==> src/rtl/cpu_types_pkg.sv <==
// cpu_types_pkg -- shared CPU types and cache geometry constants.
//   word_t          : 32-bit machine word
//   icachef_t       : instruction address split into tag / idx / bytoff
//   icache_frame_t  : one instruction-cache frame (valid, tag, data)
//   ITAG_W / IIDX_W : tag and index widths of the 16-frame, 1-word-block icache
package cpu_types_pkg;

    localparam int WORD_W  = 32;
    localparam int ITAG_W  = 26;
    localparam int IIDX_W  = 4;
    localparam int IBYT_W  = 2;
    localparam int IFRAMES = 1 << IIDX_W;

    typedef logic [WORD_W-1:0] word_t;

    typedef struct packed {
        logic [ITAG_W-1:0] tag;
        logic [IIDX_W-1:0] idx;
        logic [IBYT_W-1:0] bytoff;
    } icachef_t;

    typedef struct packed {
        logic              valid;
        logic [ITAG_W-1:0] tag;
        word_t             data;
    } icache_frame_t;

endpackage

==> src/rtl/icache.sv <==
// icache -- direct-mapped instruction cache, 16 frames of one word each.
//
// Ports
//   CLK       in   system clock, all state on the rising edge
//   nRST      in   asynchronous active-low reset
//   imemREN   in   datapath instruction read request
//   imemaddr  in   instruction byte address
//   ihit      out  imemload valid this cycle (zero-cycle hit)
//   imemload  out  instruction word, 0 when ihit=0
//   iREN      out  fill request to memory_control
//   iaddr     out  word-aligned fill address, 0 when idle
//   iwait     in   memory_control stall, 1 = fill not complete
//   iload     in   fill data, valid when iwait=0
//   hitcnt    out  (ICACHE_STATS_EN only) saturating count of hit cycles
//   misscnt   out  (ICACHE_STATS_EN only) saturating count of misses
//
// Build option: define ICACHE_STATS_EN to add the hit/miss counters.
module icache
    import cpu_types_pkg::*;
(
    input  logic        CLK,
    input  logic        nRST,
    input  logic        imemREN,
    input  logic [31:0] imemaddr,
    output logic        ihit,
    output logic [31:0] imemload,
    output logic        iREN,
    output logic [31:0] iaddr,
    input  logic        iwait,
    input  logic [31:0] iload
`ifdef ICACHE_STATS_EN
    ,
    output logic [31:0] hitcnt,
    output logic [31:0] misscnt
`endif
);

    typedef enum logic {
        IDLE  = 1'b0,
        FETCH = 1'b1
    } state_t;

    state_t   state_reg;
    state_t   state_next;
    icachef_t miss_addr_reg;
    icachef_t miss_addr_next;

    logic [IFRAMES-1:0] valid_reg;
    logic [ITAG_W-1:0]  tag_mem  [IFRAMES];
    word_t              data_mem [IFRAMES];

    icachef_t      req;
    icache_frame_t rd_frame;
    logic          fill_done;
    logic          miss_start;

    // Byte offset never selects anything: one-word blocks.
    logic unused_bytoff;
    assign unused_bytoff = ^req.bytoff;

    assign req = icachef_t'(imemaddr);

    // The frame array is read combinationally so a hit returns data in the
    // same cycle the request is presented.
    always_comb begin
        rd_frame.valid = valid_reg[req.idx];
        rd_frame.tag   = tag_mem[req.idx];
        rd_frame.data  = data_mem[req.idx];
    end

    assign fill_done = (state_reg == FETCH) && !iwait;

    // Next state and outputs. ihit is gated by IDLE, so it stays low for the
    // whole fill and only rises the cycle after the frame is written.
    always_comb begin
        state_next     = state_reg;
        miss_addr_next = miss_addr_reg;
        ihit           = 1'b0;
        imemload       = '0;
        iREN           = 1'b0;
        iaddr          = '0;
        miss_start     = 1'b0;
        case (state_reg)
            IDLE: begin
                if (imemREN) begin
                    if (rd_frame.valid && (rd_frame.tag == req.tag)) begin
                        ihit     = 1'b1;
                        imemload = rd_frame.data;
                    end else begin
                        miss_start     = 1'b1;
                        state_next     = FETCH;
                        miss_addr_next = icachef_t'({imemaddr[31:2], 2'b00});
                    end
                end
            end
            FETCH: begin
                // The fill is committed to the latched address; imemREN and
                // imemaddr are ignored until it completes.
                iREN  = 1'b1;
                iaddr = miss_addr_reg;
                if (!iwait) begin
                    state_next = IDLE;
                end
            end
            default: state_next = IDLE;
        endcase
    end

    always_ff @(posedge CLK or negedge nRST) begin
        if (!nRST) begin
            state_reg     <= IDLE;
            miss_addr_reg <= '0;
        end else begin
            state_reg     <= state_next;
            miss_addr_reg <= miss_addr_next;
        end
    end

    // Per-frame valid bits are the only frame state that is reset; a reset
    // mid-fill clears the state register before any fill edge can occur.
    genvar gi;
    generate
        for (gi = 0; gi < IFRAMES; gi++) begin : g_valid
            always_ff @(posedge CLK or negedge nRST) begin
                if (!nRST) begin
                    valid_reg[gi] <= 1'b0;
                end else if (fill_done && (miss_addr_reg.idx == gi[IIDX_W-1:0])) begin
                    valid_reg[gi] <= 1'b1;
                end
            end
        end
    endgenerate

    // Tag and data carry no reset; a conflicting line is simply overwritten.
    always_ff @(posedge CLK) begin
        if (fill_done) begin
            tag_mem[miss_addr_reg.idx]  <= miss_addr_reg.tag;
            data_mem[miss_addr_reg.idx] <= iload;
        end
    end

`ifdef ICACHE_STATS_EN
    logic [31:0] hitcnt_reg;
    logic [31:0] misscnt_reg;

    always_ff @(posedge CLK or negedge nRST) begin
        if (!nRST) begin
            hitcnt_reg  <= '0;
            misscnt_reg <= '0;
        end else begin
            if (ihit && (hitcnt_reg != 32'hFFFF_FFFF)) begin
                hitcnt_reg <= hitcnt_reg + 32'd1;
            end
            if (miss_start && (misscnt_reg != 32'hFFFF_FFFF)) begin
                misscnt_reg <= misscnt_reg + 32'd1;
            end
        end
    end

    assign hitcnt  = hitcnt_reg;
    assign misscnt = misscnt_reg;
`endif

endmodule

==> config.mk <==
export PLATFORM = sky130hd
export DESIGN_NAME = icache
export DESIGN_NICKNAME = d
export VERILOG_FILES = /design/src/rtl/cpu_types_pkg.sv /design/src/rtl/icache.sv
export SDC_FILE = /design/constraint.sdc
export NUM_CORES = 1
export LEC_CHECK = 0
export ABC_CLOCK_PERIOD_IN_PS = 6400
export CAP_MARGIN = 0
export CORE_MARGIN = 2
export CORE_UTILIZATION = 48
export CTS_CLUSTER_SIZE = 40
export DETAILED_ROUTE_END_ITERATION = 8
export PLACE_DENSITY = 0.65
export REMOVE_ABC_BUFFERS = 1
export SETUP_SLACK_MARGIN = 0.3
export SYNTH_ARGS = -nofsm -noshare
export SYNTH_HDL_FRONTEND = slang
export SYNTH_SLANG_ARGS = --single-unit
==> constraint.sdc <==
create_clock -name CLK -period 6.4 [get_ports CLK]
set_input_delay 1.28 -clock CLK [delete_from_list [all_inputs] [get_ports CLK]]
set_output_delay 1.28 -clock CLK [all_outputs]
set_load 0.1 [all_outputs]
==> metrics.yaml <==
logic_synthesis:
  syn_area_per_cell_um2: 23.2
  synth_seq_cells: 975
  yosysTopAreaCell: "edfxtp_1"
  yosys.cell_types.count: 55
  ys_seq_area_frac: 0.765
  synthFlopType: "edfxtp_1"
  synthCells: 1634
  synth_edf_count: 928
  yosysMostFrequentCell: "edfxtp_1"
  synth.area.top_cells: "edfxtp_1 73%, mux4_2 15%, dfrtp_1 3.1%"
  synth_top_area_share: 0.734
  async_flop_share: 0.0482
  syn_area_um2: 38000
  ys_top_cells_by_count: "928 x edfxtp_1, 256 x mux4_2, 47 x dfrtp_1"
  ys_warn_count: 0
pwr:
  p_sw_mw: 3.30
  pwr-share-clk: 0.377
  p_leak_nw: 14.2
  ir_drop_v: 0.000179
  p_seq_frac: 0.534
  power_frac_comb: 0.089
  finalPower_mw: 14.3
  p_per_area_nw_per_um2: 323
  intPower_mw: 11.0
  switching_share: 0.231
finish:
  utilization: 0.562
  register_area_um2: 29000
  largest_reg_flops: 512
  multiInputGateArea_um2: 8570
  final_area_um2: 44200
  drive_gt1_frac: 0.293
  layout.nets: 1909
  nFillCells: 5780
  area_growth_pct: 16.5
clocking:
  cts.sinks: 975
  cts_tree: "yes"
  cts_buffers: 95
  hold_buffers: 0
  cts_buffer_depth: 3
  clockRootBuffer: "clkbuf_16"
  clock_latency_ps: 650
  cts_max_level: 3
  cts.clk_slew.worst_paths_ps: 60
timing:
  worst_pin_slew_ps: 1320
  clock.fmax_ghz: 0.169
  finalSetupViolations: 0
  finalCriticalPeriod_ps: 5920
  slew_viol_final: 0
  skew_ps: 22.6
  max-slew-margin-rel: 0.119
  finalHoldViolations: 0
  finalCritPeriodShare: 0.924
  fin_ws_ps: 485
  rsz0062_at_grt: "false"
global_routing:
  grt_pass1_wl_mm: 123
  grt.total_usage: 0.209
  grt_overflow: 0
  antenna_found_initial: 4
  grt_pass1_vias: 18300
  grt_start_max_net_pins: 61
die:
  ios: 134
  rows: 103
  fp.dieH_um: 285
  start_util: 0.483
  die_w_um: 285
  dieArea_um2: 81300
  coreArea_um2: 78600
hold_path:
  hp-start: "valid_reg[5]"
  min_path_cells: 1
  min_path_type: "flop to flop"
  hold-path-endpoint: "valid_reg[5]"
detailed_routing:
  detail-route-antenna-nets: 0
  route.detailed.drc: 0
  viasPerCell: 5.81
  drt_iter0_drc: 1530
  drt_pre_antenna_iters: 5
  via_count: 17300
  drt_wl_total_mm: 83.9
  wl_per_cell_um: 28.2
worst_setup_path:
  critical_path_class: "input port to output port"
  cp.required_ps: 5120
  crit_path_end_kind: "output port"
  ff2ff_path_depth: 10
  cp_max_fo: 60
  worstPathArrival_ps: 4640
  reg2reg_slack_ps: 2620
  startpoint_type: "input port"
  rr_endpoint: "miss_addr_reg[5]"
  rr_startpoint: "tag_mem[7][12]"
place:
  dp.final_hpwl_mm: 44.7
  place.port_buffers: 129
  place_congestion: 0.730
  placed_area_um2: 41100
  place_worst_setup_slack_ps: 114
status:
  outcome: "completed"
run:
  max_cap_violations: 0
==> final cells by class <==
class / instances / area share
diodes: 1 / 0.0000566
clock buffers: 126 / 0.0592
clock inverters: 49 / 0.00855
inverters: 6 / 0.000566
multi-input cells: 569 / 0.194
flip-flops and latches: 975 / 0.657
well taps: 1050 / 0.0297
repair buffers: 194 / 0.0510
==> cells in the final DEF, fill, tap and decap left out, types with 10 or more instances in the layout <==
master,count
and2b_1,13
mux4_1,10
xor2_1,11
buf_4,53
edfxtp_1,928
clkinv_2,17
mux4_2,256
clkinv_1,21
xnor2_1,24
nand2_1,17
clkdlybuf4s50_1,91
nor2_4,12
dfrtp_1,47
clkbuf_1,22
clkbuf_16,98
mux2_4,29
nor2b_1,24
buf_12,45
and2_1,32
mux2i_1,43
or2_2,16
==> through the flow <==
step	setup TNS [ps]	instances	hold slack [ps]
2_1_floorplan	-70570	1550	430
3_3_place_gp	0	2793	442
3_5_place_dp	0	2793	446
4_1_cts	0	2968	461
5_1_grt	0	2969	482
6_report	0	2970	458
==> repair_timing <==
action / in CTS / in global routing
gates resized for setup: 6 / 3
pin swaps: 0 / 1
setup buffers: 0 / 1
cloned: 0 / 0
endpoints found under the setup margin: 33 / 32
==> worst max-delay path, cell delays in order <==
cell,delay (ps)
buf_12,310
buf_4,360
mux4_2,540
mux2i_1,150
mux2i_1,130
xnor2_1,240
nand4_1,240
nor4_4,260
nand4b_1,250
buf_4,330
nor2b_1,270
buf_12,210
==> power by group through the flow <==
stage                     combinational (mW)  clock, mW  sequential, mW
after floorplan                        0.790          0            7.67
after global placement                  1.26          0            7.71
after detailed placement                1.28          0            7.75
after CTS                               1.29       5.47            7.62
after global routing                    1.34       5.72            7.65
final                                   1.27       5.37            7.61
==> worst max-delay path by stage <==
stage                     depth (start not counted)   startpoint  slack (ps)      endpoint
after CTS                                        12  imemaddr[2]         360  imemload[17]
after global routing                             12  imemaddr[2]         320  imemload[17]
final                                            12  imemaddr[4]         480  imemload[17]
after detailed placement                         12  imemaddr[2]         110  imemload[17]
after global placement                           12  imemaddr[2]         130   imemload[6]
after floorplan                                   4    state_reg        -550  valid_reg[3]
==> metal layers <==
layer	up-vias	routed length, um	GRT usage
met2	493	43700	0.360
met1	9366	34000	0.278
met4	6	1490	0.0509
met3	102	4590	0.0368
li1	7293	-	-
met5	-	38	0
==> cell families (layout without fill, tap and decap cells) <==
group	count (synthesis)	count (layout)	synth area share
flip-flops	975	975	0.765
XOR/XNOR	35	35	0.00808
AO/OA/AOI/OAI	40	40	0.00762
AND/OR/NAND/NOR	151	151	0.0237
other	1	3	0.0000988
multiplexers	341	341	0.183
buffers and inverters	91	375	0.0128
Power figures use the tool's default switching activity.
